File: src/rtl/seq_div_16by8.sv
// Sequential restoring divider: 2*W-bit dividend by W-bit divisor, one
// quotient bit per clock behind valid/ready handshakes on both sides.
module seq_div_16by8 #(
  parameter int unsigned W = 8
) (
  input  logic           clk,
  input  logic           rst,
  input  logic           in_valid,
  output logic           in_ready,
  input  logic [2*W-1:0] dividend,
  input  logic [W-1:0]   divisor,
  output logic           out_valid,
  input  logic           out_ready,
  output logic [W-1:0]   quotient,
  output logic [W-1:0]   remainder,
  output logic           div_by_zero,
  output logic           overflow
);

  localparam int unsigned CW = $clog2(W + 1);

  typedef enum logic [1:0] {
    IDLE = 2'd0,
    CALC = 2'd1,
    DONE = 2'd2
  } state_t;

  state_t        state;
  // Partial remainder; always below the divisor between steps, so W bits hold it.
  logic [W-1:0]  rem_q;
  // Low dividend half shifts out MSB-first while quotient bits shift in at the LSB.
  logic [W-1:0]  shift_q;
  logic [W-1:0]  dvs_q;
  logic [CW-1:0] count;

  logic [W:0]    r_shift;
  logic [W-1:0]  r_diff;
  logic          q_bit;
  logic [W-1:0]  r_next;

  // One restoring step: shift in the next dividend bit, compare W+1 wide, subtract.
  always_comb begin
    r_shift = {rem_q, shift_q[W-1]};
    r_diff  = r_shift[W-1:0] - dvs_q;
    q_bit   = (r_shift >= {1'b0, dvs_q});
    r_next  = q_bit ? r_diff : r_shift[W-1:0];
  end

  // Control FSM with registered handshake and result outputs.
  always_ff @(posedge clk) begin
    if (rst) begin
      state       <= IDLE;
      in_ready    <= 1'b1;
      out_valid   <= 1'b0;
      quotient    <= '0;
      remainder   <= '0;
      div_by_zero <= 1'b0;
      overflow    <= 1'b0;
      rem_q       <= '0;
      shift_q     <= '0;
      dvs_q       <= '0;
      count       <= '0;
    end else begin
      case (state)
        IDLE: begin
          if (in_valid && in_ready) begin
            in_ready <= 1'b0;
            dvs_q    <= divisor;
            shift_q  <= dividend[W-1:0];
            if (divisor == '0) begin
              state       <= DONE;
              out_valid   <= 1'b1;
              div_by_zero <= 1'b1;
              overflow    <= 1'b0;
              quotient    <= '1;
              remainder   <= '0;
            end else if (dividend[2*W-1:W] >= divisor) begin
              state       <= DONE;
              out_valid   <= 1'b1;
              div_by_zero <= 1'b0;
              overflow    <= 1'b1;
              quotient    <= '1;
              remainder   <= '0;
            end else begin
              state <= CALC;
              rem_q <= dividend[2*W-1:W];
              count <= '0;
            end
          end
        end

        CALC: begin
          rem_q   <= r_next;
          shift_q <= {shift_q[W-2:0], q_bit};
          count   <= count + CW'(1);
          if (count == CW'(W - 1)) begin
            state       <= DONE;
            out_valid   <= 1'b1;
            quotient    <= {shift_q[W-2:0], q_bit};
            remainder   <= r_next;
            div_by_zero <= 1'b0;
            overflow    <= 1'b0;
          end
        end

        DONE: begin
          if (out_valid && out_ready) begin
            state     <= IDLE;
            out_valid <= 1'b0;
            in_ready  <= 1'b1;
          end
        end

        default: begin
          state     <= IDLE;
          in_ready  <= 1'b1;
          out_valid <= 1'b0;
        end
      endcase
    end
  end

endmodule

File: config.mk
export PLATFORM = sky130hd
export DESIGN_NAME = seq_div_16by8
export DESIGN_NICKNAME = d
export VERILOG_FILES = /design/src/rtl/seq_div_16by8.sv
export SDC_FILE = /design/constraint.sdc
export NUM_CORES = 1
export LEC_CHECK = 0
export BUFFER_PORTS_ARGS = -buffer_cell sky130_fd_sc_hd__buf_2
export CAP_MARGIN = 10
export CORE_MARGIN = 3
export CORE_UTILIZATION = 50
export CTS_BUF_LIST = sky130_fd_sc_hd__clkbuf_8
export CTS_CLUSTER_SIZE = 40
export DETAILED_ROUTE_END_ITERATION = 10
export MAX_ROUTING_LAYER = met4
export PLACE_DENSITY = 0.87
export SYNTH_ARGS = -nofsm -noshare
export SYNTH_HDL_FRONTEND = slang
export SYNTH_SLANG_ARGS = --single-unit
File: constraint.sdc
create_clock -name clk -period 2 [get_ports clk]
set_clock_uncertainty 0.1 [all_clocks]
set_input_delay 0 -clock clk [delete_from_list [all_inputs] [get_ports clk]]
set_output_delay 0 -clock clk [all_outputs]
set_load 0.01 [all_outputs]
==> results of run 1 <==
## power breakdown
group          internal, mW  switching, mW
clock                 0.244          0.384
sequential             1.10         0.0965
combinational         0.834          0.955
## per-stage QoR
| stage | cell area (um^2) | std cells |
|---|---|---|
| final | 3914 | 502 |
| after global routing | 3914 | 502 |
| after CTS | 3671 | 491 |
| after detailed placement | 3174 | 454 |
| after global placement | 3174 | 454 |
| after floorplan | 2653 | 323 |
## worst max-delay path, delay by kind of cell (launching register included)
family,cells,cell delay [ns]
xor gates and xnor gates,1,0.19
AOI/OAI and AO/OA,3,0.54
adders and majority gates,2,0.54
and+or+nand+nor,1,0.05
DFF,1,0.35
muxes,1,0.21
buffers and inverters,2,0.15
## registers in the layout, indices dropped and copies added, names as in the netlist
name         flops
out_valid        1
div_by_zero      1
overflow         1
remainder        8
dvs_q            8
rem_q            8
shift_q          8
count            4
quotient         8
state            2
in_ready         1
## area by class of cell
cell class              instances  area share
multi-input cells             234      0.4444
inverters                      22     0.02110
clock buffers                   5     0.01758
flip-flops and latches         50      0.2609
well taps                      67     0.02142
clock inverters                 2    0.003517
repair buffers                122      0.2311
## timing repair
item                       CTS  global route
hold endpoints to repair    33             0
gates resized for setup     29            43
buffers inserted             4            11
pin swaps                   12             8
hold buffers                26             0
setup endpoints to repair   17            26
## cells in the final DEF (no fill, tap or decap), types with 10 or more instances in the layout
cell type      count
buf_2             47
buf_4             45
nand2_1           44
dfxtp_1           36
nor2_1            32
dlygate4sd3_1     26
a21oi_1           22
inv_1             17
dfxtp_2           13
a21oi_2           11
ha_1              10
## kinds of logic (layout without fill, tap and decap cells)
kind of cell,after synthesis,in the layout,share of synthesized area
xor+xnor,6,6,0.01992
compound gates,95,95,0.2513
fa+ha+maj,18,18,0.08819
simple gates,110,110,0.1802
buf+inv,39,151,0.06022
mux,5,5,0.02086
flops,50,50,0.3793
## Yosys cell counts, types with 4 or more instances
master | number | area share
a211oi_1 | 9 | 0.026
ha_1 | 17 | 0.081
o22ai_1 | 4 | 0.0095
dfxtp_1 | 50 | 0.38
nand2b_1 | 5 | 0.012
clkbuf_1 | 12 | 0.017
buf_2 | 4 | 0.0076
a311oi_1 | 8 | 0.027
inv_1 | 22 | 0.031
nor2_1 | 33 | 0.047
mux2_2 | 4 | 0.017
o21ai_0 | 9 | 0.017
nand3_1 | 7 | 0.013
nand2_1 | 48 | 0.068
a21oi_1 | 34 | 0.064
a22oi_1 | 9 | 0.026
## worst min-delay path by stage
| stage | start | to | slack [ns] | depth (start not counted) |
|---|---|---|---|---|
| final | dividend[13] | rem_q[5]$_SDFFE_PP0P_ | 0.1 | 4 |
| after floorplan | divisor[1] | dvs_q[1]$_SDFFE_PP0P_ | 0.04 | 2 |
| after CTS | dividend[13] | rem_q[5]$_SDFFE_PP0P_ | 0.04 | 4 |
| after global placement | dividend[0] | shift_q[0]$_SDFFE_PP0P_ | 0.15 | 3 |
| after global routing | dividend[13] | rem_q[5]$_SDFFE_PP0P_ | 0.13 | 4 |
| after detailed placement | divisor[2] | dvs_q[2]$_SDFFE_PP0P_ | 0.18 | 3 |
## per-layer routing
metal  global-route usage  vias to the layer above  routed length [um]
li1                     -                     1357                   -
met2               0.5467                      296                4937
met4               0.1923                        0                 858
met5                    -                        -                   0
met1               0.3706                     1515                3916
met3              0.07225                      104                1215
==> results.py, run 1 <==
metrics = {
    "synth": {
        "synth_top_flop_cell": "dfxtp_1",
        "synth-edff-count": 0,
        "syn_inst": 323,
        "synth_seq_cells": 50,
        "synth_fp_nets": 369,
        "yosysSeqAreaShare": 0.3793,
        "async_flop_share": 0,
        "synth_cell_types": 47,
        "yosysWarnings": 0,
        "syn-cell-area_um2": 2639,
        "avgSynthCellArea_um2": 8.170,
    },
    "setup_path": {
        "r2r_end": "remainder[4]$_SDFFE_PP0P_",
        "cp-endpoint": "remainder[4]$_SDFFE_PP0P_",
        "startpoint": "shift_q[7]$_SDFFE_PP0P_",
        "cpMostUsedCell": "inv_2",
        "path_max_fanout": 3,
        "reg2reg_depth": 10,
        "critPathCaptureType": "register",
        "startpoint_type": "register",
        "rrSetupSlack_ns": -0.20,
        "slowest_delay_ns": 0.38,
        "worst_r2r_startpoint": "shift_q[7]$_SDFFE_PP0P_",
        "arrival_ns": 2.33,
        "cpMaxStageDelayCell": "fa_2",
        "path_class": "register to register",
        "worst_ep_required_time_ns": 2.14,
        "worstPathCellList": "inv_2 > ha_4 > inv_2 > fa_2 > a21o_1 > a21oi_2 > xnor2_1 > mux2_4 > nand2_2 > o22ai_1",
    },
    "detailed_routing": {
        "drt-wirelength-per-cell_um": 21.77,
        "drtIter0Drc": 462,
        "post-route-drc-count": 0,
        "final_antenna_net_count": 0,
        "drt-pass1-iter-count": 5,
        "avgViaCountPerCell": 6.518,
        "vias": 3272,
        "routed_wl_um": 10930,
    },
    "clock_tree": {
        "h-tree-depth": 2,
        "tritoncts": "yes",
        "clk_latency_ns": 0.32,
        "cts_sinks": 50,
        "cts-root-buf": "clkbuf_8",
        "cts_buffer_depth": 2,
        "cts_inserted_buffers": 5,
        "clk_pin_slew_ns": 0.10,
    },
    "sta": {
        "finalCritPeriodShare": 1.099,
        "setup_viol": 14,
        "fmax_ghz": 0.4551,
        "setup_slack_ns": -0.1971,
        "relSlewSlack": 0.7101,
        "drv_slew": 0,
        "worst_pin_slew_ns": 0.4349,
        "period_needed_ns": 2.197,
        "hold_violations": 0,
        "rsz0062_at_grt": "yes",
        "holdWs_ns": 0.09760,
        "fin_tns_setup_ns": -1.131,
    },
    "cells_and_area": {
        "regArea_um2": 1021,
        "layout.nets": 481,
        "antenna_cells": 0,
        "fill_cells": 273,
        "area_growth_pct": 48.32,
        "multiInputGateArea_um2": 1739,
        "fin_util": 0.7969,
        "drive_above_1_share": 0.4046,
    },
    "grt": {
        "grt_pass1_wl_um": 15380,
        "overflow": 0,
        "grt_pass1_vias": 3072,
        "grt_max_degree": 35,
        "antenna_found_initial": 0,
        "globalRouteTotalUtil": 0.3322,
    },
    "placed_design": {
        "portBuffers": 47,
        "pre_cts_slack_ns": -0.2401,
        "routabilityCongestion": 0.8416,
        "dp_hpwl_um": 5269,
    },
    "die": {
        "rows": 25,
        "die_x_um": 78.65,
        "die_h_um": 78.65,
        "core_um2": 4911,
        "start_util": 0.5373,
        "io_pins": 48,
        "dieArea_um2": 6185,
    },
    "pwr": {
        "total_power_mw": 3.616,
        "power.density_nw_per_um2": 924.0,
        "p_leak_nw": 1.655,
        "peakVddDrop_uv": 495.1,
    },
    "run_status": {
        "violations": "negative setup slack",
        "outcome": "complete, but fails checks",
    },
    "job": {
        "maxCapViolations": 0,
    },
    "min_path": {
        "min_path_type": "primary input to register",
    },
}
(Power assumes the default switching activity.)
==> run 2, diff against run 1 <==
- MAX_ROUTING_LAYER: met4 -> unset
- SLEW_MARGIN: unset -> 5
==> run 2 against run 1 <==
Net effect: the flow finishes with violations (design-rule violations, negative setup slack); non-clock buffer count rose by 3; highest routed layer unchanged; largest cell class unchanged; global-route usage fell by 0.93 points; first-iteration DRC count fell by 5.4%; die area did not move; utilization rose by 0.38 points; final cell count rose by 0.60%; hold slack got worse by 0.022 ns; via count rose by 1.1%.
==> results.py, run 2 (same netlist as run 1, synthesis figures left out) <==
metrics = {
    "setup_path": {
        "arrival_ns": 2.28,
        "reg2reg_depth": 10,
        "startpoint": "shift_q[7]$_SDFFE_PP0P_",
        "path_class": "register to register",
        "startpoint_type": "register",
        "cp-endpoint": "rem_q[4]$_SDFFE_PP0P_",
        "critPathCaptureType": "register",
        "rrSetupSlack_ns": -0.21,
        "r2r_end": "rem_q[4]$_SDFFE_PP0P_",
        "worst_ep_required_time_ns": 2.08,
        "path_max_fanout": 3,
        "worst_r2r_startpoint": "shift_q[7]$_SDFFE_PP0P_",
    },
    "detailed_routing": {
        "vias": 3308,
        "routed_wl_um": 10950,
        "drt-wirelength-per-cell_um": 21.68,
        "final_antenna_net_count": 0,
        "avgViaCountPerCell": 6.550,
        "drtIter0Drc": 437,
        "drt-pass1-iter-count": 9,
        "post-route-drc-count": 2,
    },
    "die": {
        "start_util": 0.5373,
        "die_x_um": 78.65,
        "dieArea_um2": 6185,
        "rows": 25,
        "io_pins": 48,
        "die_h_um": 78.65,
        "core_um2": 4911,
    },
    "clock_tree": {
        "clk_latency_ns": 0.32,
        "cts_inserted_buffers": 5,
        "cts-root-buf": "clkbuf_8",
        "tritoncts": "yes",
        "cts_sinks": 50,
        "clk_pin_slew_ns": 0.09,
        "h-tree-depth": 2,
        "cts_buffer_depth": 2,
    },
    "grt": {
        "grt_pass1_wl_um": 15390,
        "grt_max_degree": 35,
        "grt_pass1_vias": 3084,
        "antenna_found_initial": 0,
        "overflow": 0,
        "globalRouteTotalUtil": 0.3229,
    },
    "placed_design": {
        "portBuffers": 47,
        "dp_hpwl_um": 5269,
        "place_inst": 454,
        "routabilityCongestion": 0.8289,
    },
    "cells_and_area": {
        "regArea_um2": 1021,
        "multiInputGateArea_um2": 1735,
        "layout.cells.non_filler": 505,
        "antenna_cells": 0,
        "mostFrequentLayoutCell": "buf_4",
        "area_growth_pct": 49.03,
        "fill_cells": 270,
        "layout_common_cells": "48 x buf_4, 47 x buf_2, 44 x nand2_1, 36 x dfxtp_1, 32 x nor2_1",
        "layout.nets": 484,
        "drive_above_1_share": 0.4087,
    },
    "sta": {
        "relSlewSlack": 0.7139,
        "drv_slew": 0,
        "worst_pin_slew_ns": 0.4291,
        "finalCritPeriodShare": 1.103,
        "fmax_ghz": 0.4533,
        "hold_violations": 0,
        "period_needed_ns": 2.206,
        "setup_slack_ns": -0.2060,
        "setup_viol": 15,
        "rsz0062_at_grt": "yes",
    },
    "pwr": {
        "total_power_mw": 3.679,
        "power.density_nw_per_um2": 935.5,
        "peakVddDrop_uv": 569.5,
        "p_leak_nw": 1.667,
    },
    "run_status": {
        "outcome": "complete, but fails checks",
        "violations": "design-rule violations, negative setup slack",
    },
    "min_path": {
        "min_path_type": "primary input to register",
    },
    "job": {
        "maxCapViolations": 0,
    },
}
run 2: stage by stage:
stage	setup TNS (ns)	hold slack (ns)	area [um^2]	setup slack, ns	util
final	-1.145	0.07529	3933	-0.2060	0.8008
after global routing	-2.096	0.1227	3933	-0.2193	0.8008
after CTS	-0.1284	0.04010	3671	-0.06424	0.7475
after detailed placement	-2.723	0.1769	3174	-0.2401	0.6464
after global placement	-1.573	0.1507	3174	-0.1844	0.6464
after floorplan	0	0.03596	2653	0.001410	-
run 2: per-layer routing:
metal,wire length (um),track usage,part of all wire,vias up
met3,1347,0.07225,0.12,106
met1,3749,0.3656,0.34,1527
met2,4994,0.5509,0.46,318
met5,0,0,0,-
li1,-,-,-,1357
met4,856,0.1923,0.078,0
run 2: worst min path at each step:
stage / start / endpoint / slack [ns] / cells past startpoint
after floorplan: divisor[1] / dvs_q[1]$_SDFFE_PP0P_ / 0.04 / 2
after global placement: dividend[0] / shift_q[0]$_SDFFE_PP0P_ / 0.15 / 3
after detailed placement: divisor[2] / dvs_q[2]$_SDFFE_PP0P_ / 0.18 / 3
after CTS: dividend[13] / rem_q[5]$_SDFFE_PP0P_ / 0.04 / 4
after global routing: dividend[13] / rem_q[5]$_SDFFE_PP0P_ / 0.12 / 4
final: dividend[13] / rem_q[5]$_SDFFE_PP0P_ / 0.08 / 4
run 2: layout make-up:
cell class	count	share of cell area
Inverter	22	0.02100
Timing Repair Buffer	125	0.2358
Multi-Input combinational cell	234	0.4413
Sequential cell	50	0.2596
Tap cell	67	0.02132
Clock buffer	5	0.01750
Clock inverter	2	0.003500
run 2: report_power, final:
| part | internal, mW | leakage (nW) | total, mW | switching (mW) |
|---|---|---|---|---|
| logic | 0.874 | 1.21 | 1.86 | 0.985 |
| clock network | 0.243 | 0.0444 | 0.616 | 0.372 |
| registers | 1.10 | 0.414 | 1.20 | 0.101 |
run 2: critical path: stages, from the launching register on:
cell and delay [ns]:
dfxtp_2 0.34, inv_2 0.08, ha_4 0.13, inv_2 0.04
fa_2 0.38, a21o_1 0.22, a21oi_2 0.18, xnor2_1 0.15
mux2_4 0.30, nand2_2 0.07, a21oi_1 0.07
run 2: timing repair:
item / 4_1_cts / 5_1_grt
endpoints found under the setup margin: 17 / 26
cloned: 0 / 0
gates resized for setup: 29 / 43
hold buffers: 26 / 0
endpoints found under the hold margin: 33 / 0
pin swaps: 12 / 5
buffers inserted: 4 / 14
